===== config.mk =====
export PLATFORM = sky130hd
export DESIGN_NAME = game_loop_ctrl
export DESIGN_NICKNAME = d
export VERILOG_FILES = /design/src/rtl/game_loop_pkg.sv /design/src/rtl/game_loop_ctrl_speed_ramp.sv /design/src/rtl/game_loop_ctrl.sv
export SDC_FILE = /design/constraint.sdc
export NUM_CORES = 1
export LEC_CHECK = 0
export CORE_UTILIZATION = 25
export CTS_CLUSTER_DIAMETER = 40
export DETAILED_ROUTE_END_ITERATION = 10
export HOLD_SLACK_MARGIN = 0.15
export MAX_ROUTING_LAYER = met4
export PLACE_DENSITY = 0.41
export RECOVER_POWER = 100
export SYNTH_ARGS = -nofsm -noshare
export SYNTH_HDL_FRONTEND = slang
export SYNTH_HIERARCHICAL = 1
export SYNTH_SLANG_ARGS = --single-unit

===== constraint.sdc =====
create_clock -name clk -period 3.45 [get_ports clk]
set_input_delay 0.5175 -clock clk [delete_from_list [all_inputs] [get_ports clk]]
set_output_delay 0.5175 -clock clk [all_outputs]
set_load 0.005 [all_outputs]

===== src/rtl/game_loop_pkg.sv =====
// game_loop_pkg: shared state encoding and default tuning constants for the game loop.
package game_loop_pkg;
    typedef enum logic [1:0] {
        WAITING = 2'd0,
        RUNNING = 2'd1,
        PAUSED  = 2'd2,
        CRASHED = 2'd3
    } state_t;

    localparam int FPS           = 60;
    localparam int SPEED_SCALE   = 1024;
    localparam int SPEED_INIT    = 6144;
    localparam int MAX_SPEED     = 13312;
    localparam int CLEAR_TIME    = 180;
    localparam int RESTART_DELAY = 45;
endpackage


===== src/rtl/game_loop_ctrl_speed_ramp.sv =====
// speed_ramp: speed register with load, saturating step and hold.
module speed_ramp #(
    parameter int SPEED_W      = 15,
    parameter int SPEED_INIT   = game_loop_pkg::SPEED_INIT,
    parameter int MAX_SPEED    = game_loop_pkg::MAX_SPEED,
    parameter int ACCELERATION = 1
)(
    input  logic               clk,
    input  logic               rst,
    input  logic               load,
    input  logic               step,
    input  logic               hold,
    output logic [SPEED_W-1:0] speed
);
    logic [SPEED_W:0] sum;

    // one extra bit so the add can never wrap before the ceiling compare
    assign sum = {1'b0, speed} + (SPEED_W + 1)'(ACCELERATION);

    always_ff @(posedge clk or posedge rst)
        if (rst) speed <= '0;
        else speed <= load ? SPEED_W'(SPEED_INIT)
                    : (step && !hold) ? ((sum > (SPEED_W + 1)'(MAX_SPEED)) ? SPEED_W'(MAX_SPEED) : sum[SPEED_W-1:0])
                    : speed;
endmodule


===== src/rtl/game_loop_ctrl.sv =====
// game_loop_ctrl: global game FSM, frame stepping, speed ramp and obstacle clear timer.
// GAME_LOOP_WATCHDOG_EN adds a synthetic update after WATCHDOG_CYCLES without a painter edge.
module game_loop_ctrl
    import game_loop_pkg::*;
#(
    parameter int FPS           = game_loop_pkg::FPS,
    parameter int SPEED_W       = 15,
    parameter int SPEED_INIT    = game_loop_pkg::SPEED_INIT,
    parameter int MAX_SPEED     = game_loop_pkg::MAX_SPEED,
    parameter int ACCELERATION  = 1,
    parameter int CLEAR_TIME    = game_loop_pkg::CLEAR_TIME,
    parameter int RESTART_DELAY = game_loop_pkg::RESTART_DELAY,
    parameter int NUM_COLLIDERS = 4
`ifdef GAME_LOOP_WATCHDOG_EN
    , parameter int WATCHDOG_CYCLES = 1111111
`endif
)(
    input  logic                     clk,
    input  logic                     rst,
    input  logic                     painter_finished,
    input  logic                     jumping,
    input  logic                     pause,
    input  logic [NUM_COLLIDERS-1:0] crash_req,
    output logic                     update,
    output logic [$clog2(FPS)-1:0]   timer,
    output state_t                   state,
    output logic                     start,
    output logic                     restart,
    output logic [SPEED_W-1:0]       speed,
    output logic                     has_obstacles,
    output logic [SPEED_W-1:0]       frozen_speed
);
    localparam int TW = $clog2(FPS);
    localparam int CW = $clog2(RESTART_DELAY + 1);

    logic          painter_last, pause_last, pend;
    logic          frame_edge, step, crash, live, cnt_done, load;
    logic [7:0]    clear_timer, ct_next;
    logic [CW-1:0] crash_cnt;

    assign frame_edge = painter_finished && !painter_last;
    assign crash      = (state == RUNNING) && (|crash_req);
    assign live       = (state == RUNNING) || (state == PAUSED);
    assign cnt_done   = crash_cnt == CW'(RESTART_DELAY);
    assign load       = update && jumping && ((state == WAITING) || ((state == CRASHED) && cnt_done));
    assign ct_next    = (clear_timer == 8'hff) ? 8'hff : clear_timer + 8'd1;

`ifdef GAME_LOOP_WATCHDOG_EN
    localparam int WW = $clog2(WATCHDOG_CYCLES + 1);
    logic [WW-1:0] wd_cnt;
    assign step = frame_edge || (wd_cnt == WW'(WATCHDOG_CYCLES - 1));
    always_ff @(posedge clk or posedge rst)
        if (rst) wd_cnt <= '0;
        else wd_cnt <= step ? '0 : wd_cnt + 1'b1;
`else
    assign step = frame_edge;
`endif

    speed_ramp #(
        .SPEED_W(SPEED_W), .SPEED_INIT(SPEED_INIT), .MAX_SPEED(MAX_SPEED), .ACCELERATION(ACCELERATION)
    ) u_ramp (
        .clk(clk), .rst(rst), .load(load), .step(update && !pend),
        .hold((state != RUNNING) || crash), .speed(speed)
    );

    always_ff @(posedge clk or posedge rst) begin
        if (rst) begin
            painter_last  <= 1'b0;
            pause_last    <= 1'b0;
            pend          <= 1'b0;
            update        <= 1'b0;
            timer         <= '0;
            state         <= WAITING;
            start         <= 1'b0;
            restart       <= 1'b0;
            has_obstacles <= 1'b0;
            frozen_speed  <= '0;
            clear_timer   <= '0;
            crash_cnt     <= '0;
        end else begin
            painter_last <= painter_finished;
            pause_last   <= pause;
            update       <= step;
            restart      <= 1'b0;
            if (step) timer <= (timer == TW'(FPS - 1)) ? '0 : timer + 1'b1;
            // a pause edge waits for the next update; an edge in the update cycle itself waits for the one after
            pend <= !crash && live && ((pend && !update) || (pause && !pause_last));
            case (state)
                WAITING: if (update && jumping) begin
                    state       <= RUNNING;
                    start       <= 1'b1;
                    clear_timer <= '0;
                end
                RUNNING: if (crash) begin
                    state        <= CRASHED;
                    frozen_speed <= speed;
                    crash_cnt    <= '0;
                end else if (update && pend) begin
                    state <= PAUSED;
                end else if (update) begin
                    clear_timer   <= ct_next;
                    has_obstacles <= has_obstacles || (ct_next > 8'(CLEAR_TIME));
                end
                PAUSED: if (update && pend) state <= RUNNING;
                CRASHED: if (update) begin
                    if (jumping && cnt_done) begin
                        state         <= RUNNING;
                        restart       <= 1'b1;
                        clear_timer   <= '0;
                        has_obstacles <= 1'b0;
                    end else if (!cnt_done) begin
                        crash_cnt <= crash_cnt + 1'b1;
                    end
                end
            endcase
        end
    end
endmodule


==> metrics.md <==
| Metric | Value |
|---|---|
| Diode count | 0 |
| Post-synthesis cell count | ~360 |
| Worst reg2reg endpoint | u_ramp/speed[5] |
| EDFF count, synth | 0 |
| H-Tree Depth | 3 |
| Crit share post-route | between 80% and 90% |
| Yosys cell types | 63 |
| Mean routed wirelength per cell | 15.3 um |
| Port bufs | 50 |
| Post-route ant nets | 0 |
| Core Area | 0.0133 mm^2 |
| CP Capture Type | flip-flop |
| Area grow syn2layout | 25.0% |
| Pwr per Cell Area | ~500 mW/mm^2 |
| RSZ-0062 raised after global routing | no |
| Post-synth top flop | dfrtp_1 |
| Clk buf depth | 2 |
| Max Fclk | 334 MHz |
| Rows | 42 |
| Via count | 2856 |
| Initial antenna violation count | 0 |
| Status | finished with violations |
| Worst r2r src | u_ramp/speed[0] |
| Post-Route Utilization | 32.2% |
| Avg Cell Area, Syn | 9.63 um^2 |
| Slew @ Worst Pin | 1.82 ns |
| Peak supply drop | 0.000248 V |
| Total GRT Usage | 14.0% |
| Sequential fraction of the synthesis area | 43.0% |
| P_leak | 1.81 nW |
| Layout net count | about 420 |
| First-pass GRT wire length | 14.9 mm |
| Commonest non-fill, non-tap cells in the layout | dfrtp_1 (59), dlygate4sd3_1 (44), nand2_1 (41) |
| Resized cells post-CTS | 0 |
| TritonCTS clock tree | done |
| CP Max Fanout | 17 |
| # setup viols final | 0 |
| Syn. warnings | 6 |
| Yosys reg bits | 59 |
| Hold Path Sink | start |
| Met2 usage | 21.2% |
| Hold WC Path Type | reg -> reg |
| Initial Util | 25.7% |
| DIE AREA | 0.0142 mm^2 |
| R2R depth | 8 |
| Num CTS Buffers | 9 |
| Met1 GRT Util | 17.5% |
| Failing checks | max-capacitance violations, max-slew violations |
| Endpoints failing hold | 0 |
| Pin count of the biggest net entering global routing | 45 |
| # hold bufs at CTS | 0 |
| Clock insertion delay at the later pin of the skew report | 0.33 ns |
| Worst reg-to-reg setup slack | 0.45 ns |
| Post-route cell area | between 0.004 and 0.005 mm^2 |
| Syn Std Cell Area | 0.00344 mm^2 |
| Setup Buffers After CTS | 0 |
| Commonest non-fill, non-tap cell in the layout | dfrtp_1 |
| Slew HR | -21.6% |
| Gpl congestion | slightly below 0.8 |
| GRT busiest layer | met2 |
| Routed wire length | approximately 9 mm |
| Vias in the first global route | roughly 2800 |
| Die Ht | 119 um |
| DR vias/cell | 4.90 |
| Placed Area | 0.00402 mm^2 |
| Io pins | 51 |
| Max_cap viols | 2 |
| Fin crit period | ~3 ns |
| Overflow left after global routing | 0 |
| Clock skew | 0.00556 ns |
| Die Span X | 119 um |
| Layout cells sized above 1 | 11.5% |
| DR pass1 iterations | 4 |
| Root buffer cell | clkbuf_16 |
| CP Launch Type | flip-flop |
| Hold path cells | 1 |
| Final Max Tran Viols | 65 |
| Detailed placer's ending HPWL | about 6.2 mm |
| DRC Markers | 0 |
| Hold wc startpoint | start |
| Met3 usage | 4.79% |
| Required @ worst endpoint | around 3.7 ns |
| Asr flop ratio synth | 100% |
| Synth Net Count | 372 |
| Critical path type | reg -> reg |
| Clock sink total | 59 |
| Worst-path clk slew | 0.05 ns |
| Setup TNS | 0 ns |
| Initial DRC Count | 159 |
| Critical Path AT | 3.20 ns |
[through the flow]
stage          power [W]  instances  worst slack (ns)  hold WS [ns]
2_1_floorplan    0.00108        357             0.951         0.419
3_3_place_gp     0.00125        567             0.527         0.455
3_5_place_dp     0.00125        567             0.456         0.458
4_1_cts          0.00226        583             0.600         0.481
5_1_grt          0.00232        583             0.174         0.511
6_report         0.00218        583             0.455         0.468
[worst max-delay path, stage by stage (launching register included)]
cell      delay, ns
dfrtp_1        0.48
ha_1           0.41
nand4_1        0.32
nor3_1         0.51
nor3_1         0.11
a311oi_2       0.43
o31ai_4        0.28
a31oi_1        0.23
mux2i_1        0.09
[report_power, final]
part	total, W	internal, W	switching [W]
clock network	0.000982	0.000667	0.000315
logic	0.000295	0.000171	0.000124
registers	0.000906	0.000787	0.000120
[worst max path at each step]
| stage | startpoint | end | cells past startpoint |
|---|---|---|---|
| 2_1_floorplan | u_ramp/speed[0] | u_ramp/speed[5] | 9 |
| 3_3_place_gp | crash_req[1] | u_ramp/speed[3] | 9 |
| 3_5_place_dp | crash_req[1] | u_ramp/speed[3] | 9 |
| 4_1_cts | u_ramp/speed[0] | u_ramp/speed[3] | 8 |
| 5_1_grt | u_ramp/speed[0] | u_ramp/speed[3] | 8 |
| 6_report | u_ramp/speed[0] | u_ramp/speed[5] | 8 |
[Yosys cell counts, types with 2 or more instances]
library cell,count,area share (%)
buf_4,5,1.1
o2111ai_1,4,1.0
a31oi_1,10,1.8
nand2b_1,7,1.3
and3_2,2,0.44
or3_1,3,0.55
a41oi_1,2,0.51
mux2_2,15,4.9
nor4_1,5,0.91
nor4_4,2,1.2
a211oi_1,2,0.44
clkbuf_1,3,0.33
nor2_2,2,0.36
or2_2,2,0.36
nor3_1,15,2.2
nand2_1,41,4.5
or3_2,2,0.44
buf_2,4,0.58
nand3_2,2,0.58
dfrtp_1,59,43
a22o_1,5,1.3
ha_1,6,2.2
o31ai_1,4,0.87
inv_1,13,1.4
a21o_1,5,1.1
mux2i_1,6,1.7
nor2_1,17,1.9
nand4_1,10,1.8
and4_1,2,0.51
o21a_1,2,0.44
clkbuf_8,2,0.80
nand3_1,17,2.5
o21ai_0,22,3.2
and3_1,2,0.36
nand3b_1,4,0.87
buf_6,6,2.0
a21oi_1,13,1.9
nand4b_1,2,0.51
and2_1,3,0.55
nor2b_1,4,0.73
xnor2_1,3,0.76
[registers in the layout, summed over array words and instances (netlist names)]
name / flops
frozen_speed: 15
u_ramp/speed: 15
clear_timer: 8
crash_cnt: 6
timer: 6
state: 2
has_obstacles: 1
painter_last: 1
pause_last: 1
pend: 1
restart: 1
start: 1
update: 1
[metal layers]
layer  part of all wire (%)  vias up
li1                       -     1408
met4                   0.85        0
met2                     47       51
met3                    4.1        5
met1                     48     1392
met5                      0        -
[layout make-up]
type | instances | area, um^2
flip-flops and latches | 59 | 1480
multi-input cells | 265 | 1710
repair buffers | 54 | 517
clock buffers | 11 | 253
inverters | 13 | 48.8
fillers | 1424 | 9050
well taps | 176 | 220
clock inverters | 5 | 75.1
[cells by family after synthesis]
family | after synthesis | share of synthesized area, %
buffers and inverters | 33 | 6.19
AO/OA/AOI/OAI | 82 | 16.3
flip-flops | 59 | 43.0
XOR/XNOR | 4 | 1.02
multiplexers | 21 | 6.66
adder cells (fa/ha/maj) | 6 | 2.18
AND/OR/NAND/NOR | 152 | 24.6
Power figures use the tool's default switching activity.
==> RTL change 1, RTL diff (same flow settings) <==
Add a define of `GAME_LOOP_WATCHDOG_EN`.
--- a/src/rtl/game_loop_ctrl.sv
+++ b/src/rtl/game_loop_ctrl.sv
@@ -1,5 +1,7 @@
 // game_loop_ctrl: global game FSM, frame stepping, speed ramp and obstacle clear timer.
 // GAME_LOOP_WATCHDOG_EN adds a synthetic update after WATCHDOG_CYCLES without a painter edge.
+`define GAME_LOOP_WATCHDOG_EN
+
 module game_loop_ctrl
     import game_loop_pkg::*;
 #(
Behaviour: no difference found for any inputs over 10 cycles, from zero or initial values and one cycle with rst high; that may be too few to reach the edited logic, so the function may still have changed.
==> RTL change 1 against the unedited design <==
- the run still ends with max-capacitance violations, max-slew violations left
- hold slack better by 0.0061 ns
- fmax up 3.7%
- total power up 18%
- wire length up 24%
- design area up 27%
- synthesized cell count up 29%
- sequential cell count up 21
- register-to-register slack better by 0.21 ns
- sequential share of layout area up 2.5 points
- core utilization down 1.2 points
- count of clock-buffer cells in the layout unchanged
- setup slack better by 0.11 ns
- synthesized area up 32%
==> RTL change 1: results (changes against the unedited design) <==
[outcome]
status=complete, but fails checks
violations=max-capacitance violations, max-slew violations

[power]
p_leak_nw=2.21  ; +22%
p_clk_frac=0.379  ; -0.071
switchingPower_mw=0.713  ; +28%
comb_power_mw=0.412  ; +40%
max-vdd-ir-drop_mv=0.236  ; -4.9%

[worst_setup_path]
r2r-start=wd_cnt[16]
critPathMaxStageDelay_ns=0.81  ; +0.30 ns
reg2reg_setup_slack_ns=0.66  ; +0.21 ns
crit_path_top_delay_cell=nor4_1
startpoint=crash_req[1]
worstRegToRegCells=5  ; -3
worstPathArrival_ns=3.15  ; -0.05 ns
rr_endpoint=timer[3]
crit_family=compound AO/OA/AOI/OAI gates
crit_path_end=clear_timer[2]

[routing]
vias=3677  ; +29%
route.detailed.wl_per_inst_um=14.9  ; -2.8%
drt_iter0_markers=222  ; +40%
drt.antenna.violating_nets=0  ; unchanged

[sta]
slew_violations=20  ; -69%
tightest_slew_ns=1.50  ; -0.320 ns
fin_skew_ns=0.00736  ; +0.00180 ns
holdWs_ns=0.474  ; +0.00607 ns

[grt]
grt_max_degree=40  ; -11%
grtUsageTotal=0.131  ; -0.00899
antenna_found_initial=0  ; unchanged
grt_pass1_vias=3567  ; +27%
grt_pass1_wl_um=18400  ; +24%

[cells_and_area]
final_layout_size_suffix_gt1_frac=0.114  ; -0.00136
reg_top3=wd_cnt x21, frozen_speed x15, u_ramp/speed x15
final_nets=529  ; +27%

[synthesis]
syn_nets=479  ; +29%
synth_seq_area_share=0.441  ; +0.0113
ys_types=72  ; +14%
synthTopCellsByCount=dfrtp_1 (80), nor2_1 (43), nand2_1 (40)

[floorplanning]
fp.dieW_um=137  ; +15%

[worst_hold_path]
min-delay-start=start

[placed_design]
place_congestion=0.762  ; -3.5%
dp_hpwl_um=7670  ; +24%

[clock_tree]
clk_latency_ns=0.34
cts-resized-gates=0  ; unchanged

[job]
drv_cap=1  ; -1

## RTL change 1: metrics by stage
step / cell area (um^2) / std cells / utilization / power, mW / setup slack (ns)
floorplan: 4540 / 462 / - / 1.43 / 0.951
global placement: 5230 / 726 / 0.298 / 1.66 / 0.671
detailed placement: 5230 / 726 / 0.298 / 1.66 / 0.691
CTS: 5530 / 742 / 0.315 / 2.67 / 0.702
global route: 5440 / 742 / 0.310 / 2.73 / 0.345
finish: 5440 / 742 / 0.310 / 2.57 / 0.562
## RTL change 1: worst min-delay path by stage
stage / depth (start not counted) / endpoint
2_1_floorplan: 1 / u_ramp/speed[0]
3_3_place_gp: 1 / start
3_5_place_dp: 1 / start
4_1_cts: 1 / start
5_1_grt: 1 / start
6_report: 1 / start
## RTL change 1: cell families (layout without fill, tap and decap cells)
| logic type | count (synthesis) | count (layout) | share of synthesized area |
|---|---|---|---|
| AO/OA/AOI/OAI | 99 | 99 | 0.165 |
| XOR/XNOR | 20 | 20 | 0.0386 |
| adder cells (fa/ha/maj) | 8 | 8 | 0.0220 |
| buffers and inverters | 39 | 94 | 0.0532 |
| flip-flops | 80 | 80 | 0.441 |
| multiplexers | 24 | 24 | 0.0581 |
| AND/OR/NAND/NOR | 192 | 192 | 0.222 |
## RTL change 1: layout make-up
| type | instances | area, um^2 |
|---|---|---|
| clock buffer | 11 | 243 |
| timing repair buffer | 59 | 547 |
| fill | 1844 | 12100 |
| sequential | 80 | 2000 |
| clock inverter | 5 | 56.3 |
| multi-input combinational | 343 | 2240 |
| inverter | 19 | 71.3 |
| tap | 225 | 282 |
## RTL change 1: layer usage
layer	up-vias	GRT usage	part of all wire
met4	0	0.0366	0.0093
met5	-	-	0
met1	1803	0.170	0.50
met3	8	0.0356	0.035
met2	71	0.200	0.46
li1	1795	-	-
==> RTL change 2, RTL diff (same settings) <==
Made on the original files. Register the output `timer` once more; this adds one clock of latency there. The other outputs are not delayed to match.
--- a/src/rtl/game_loop_ctrl.sv
+++ b/src/rtl/game_loop_ctrl.sv
@@ -32,6 +32,8 @@
 );
     localparam int TW = $clog2(FPS);
     localparam int CW = $clog2(RESTART_DELAY + 1);
+
+    logic [$clog2(FPS)-1:0] timer_s0;
 
     logic          painter_last, pause_last, pend;
     logic          frame_edge, step, crash, live, cnt_done, load;
@@ -69,7 +71,7 @@
             pause_last    <= 1'b0;
             pend          <= 1'b0;
             update        <= 1'b0;
-            timer         <= '0;
+            timer_s0      <= '0;
             state         <= WAITING;
             start         <= 1'b0;
             restart       <= 1'b0;
@@ -82,7 +84,7 @@
             pause_last   <= pause;
             update       <= step;
             restart      <= 1'b0;
-            if (step) timer <= (timer == TW'(FPS - 1)) ? '0 : timer + 1'b1;
+            if (step) timer_s0 <= (timer_s0 == TW'(FPS - 1)) ? '0 : timer_s0 + 1'b1;
             // a pause edge waits for the next update; an edge in the update cycle itself waits for the one after
             pend <= !crash && live && ((pend && !update) || (pause && !pause_last));
             case (state)
@@ -115,5 +117,9 @@
             endcase
         end
     end
+    always_ff @(posedge clk) begin
+        timer <= timer_s0;
+    end
+
 endmodule
 
Behaviour: not the same (Yosys sat finds a counterexample within 4 cycles, from zero or initial values and one cycle with rst high).
==> RTL change 2 against the unedited design <==
- fmax increased by 4.8%
- sequential cell count increased by 6
- largest cell class unchanged
- wire length decreased by 4.1%
- the flow still finishes with violations (max-capacitance violations, max-slew violations)
- setup slack improved by 0.14 ns
- synthesized area increased by 3.4%
- design area increased by 1.7%
- synthesized cell count increased by 0.56%
- die area increased by 3.3%
- highest routed layer unchanged
- critical path depth increased by 1
- total power increased by 2.1%
- sequential share of layout area increased by 2.2 points
- global-route usage decreased by 0.63 points
- count of clock-buffer cells in the layout decreased by 2
==> RTL change 2: results (changes against the unedited design) <==
[routing]
avgViaCountPerCell=4.81  ; -1.9%
route.detailed.wl_per_inst_um=14.5  ; -5.2%
dr.pass1.iters=4  ; unchanged
drt_iter0_markers=93  ; -42%

[sta]
tightest_slew_ns=1.77  ; -0.0533 ns
fin_ws_ns=0.591  ; +0.136 ns
slew_violations=45  ; -31%
holdWs_ns=0.427  ; -0.0412 ns
fin_skew_ns=0.00974  ; +0.00418 ns

[cells_and_area]
final_layout_size_suffix_gt1_frac=0.127  ; +0.0114
final_nets=420  ; +0.72%
syn2layout_area_growth_pct=23.0
fillers=1447  ; +1.6%
final_cells=590  ; +1.2%
reg_top3=frozen_speed x15, u_ramp/speed x15, clear_timer x8
n_antenna_cell=0  ; unchanged

[worst_setup_path]
worstPathArrival_ns=3.06  ; -0.14 ns
cp_max_fo=18  ; +1
rr_endpoint=u_ramp/speed[12]

[placed_design]
place_inst=574  ; +1.2%
dp_slack_ns=0.621  ; +0.165 ns
dpl-instance-area_um2=4140  ; +2.9%
place_congestion=0.820  ; +3.9%

[power]
max-vdd-ir-drop_mv=0.283  ; +14%
p_leak_nw=1.83  ; +0.81%

[synthesis]
yosys-top-cells-area=dfrtp_1 (42%), mux2_2 (4.8%), nand2_1 (3.9%), dfxtp_1 (3.4%), buf_6 (2.5%)
synthTopCellsByCount=dfrtp_1 (59), nand2_1 (37), nor2_1 (20)
async_flop_share=0.908  ; -0.0923
synthCells=359  ; +0.56%
ys_types=64  ; +1.6%
synth_seq_area_share=0.449  ; +0.0197
syn_nets=374  ; +0.54%
ys_warn_count=6  ; unchanged

[outcome]
status=complete, but fails checks
violations=max-capacitance violations, max-slew violations

[job]
drv_cap=1  ; -1

[grt]
grt_pass1_wl_um=14600  ; -2.2%
grt_pass1_vias=2792  ; -0.75%

## RTL change 2: cell type report
class,instances,share of cell area
multi-input cells,260,0.387
well taps,180,0.0515
inverters,15,0.0129
flip-flops and latches,65,0.365
repair buffers,54,0.119
clock buffers,9,0.0515
clock inverters,7,0.0123
## RTL change 2: cells by family after synthesis
logic type               synth area share
adder cells (fa/ha/maj)            0.0211
AO/OA/AOI/OAI                       0.157
buffers and inverters              0.0644
flip-flops                          0.449
XOR/XNOR                           0.0148
multiplexers                       0.0644
AND/OR/NAND/NOR                     0.229
## RTL change 2: worst min-delay path by stage
stage / depth (start not counted) / endpoint / startpoint
2_1_floorplan: 0 / timer[4] / timer_s0[4]
3_3_place_gp: 0 / timer[4] / timer_s0[4]
3_5_place_dp: 0 / timer[1] / timer_s0[1]
4_1_cts: 0 / timer[4] / timer_s0[4]
5_1_grt: 0 / timer[1] / timer_s0[1]
6_report: 0 / timer[4] / timer_s0[4]
## RTL change 2: layer usage
metal	up-vias	track usage	wire, um
met3	18	0.0240	315
met4	0	0.0764	228
met2	63	0.189	3720
met1	1342	0.179	4310
li1	1413	-	-
met5	-	-	0
## RTL change 2: critical path, stage by stage (launching register included)
cell and delay (ns):
dfrtp_1 0.47, ha_1 0.40, nand4_1 0.30, nor4_1 0.31, mux2i_1 0.46, nor3b_1 0.25
buf_4 0.27, a21oi_1 0.10, nor2_1 0.12, a31oi_1 0.05
## RTL change 2: report_power, final
group / internal, mW / leakage (nW) / total [mW] / switching (mW)
logic: 0.199 / 0.888 / 0.347 / 0.148
clock network: 0.490 / 0.128 / 0.858 / 0.368
registers: 0.886 / 0.813 / 1.02 / 0.137
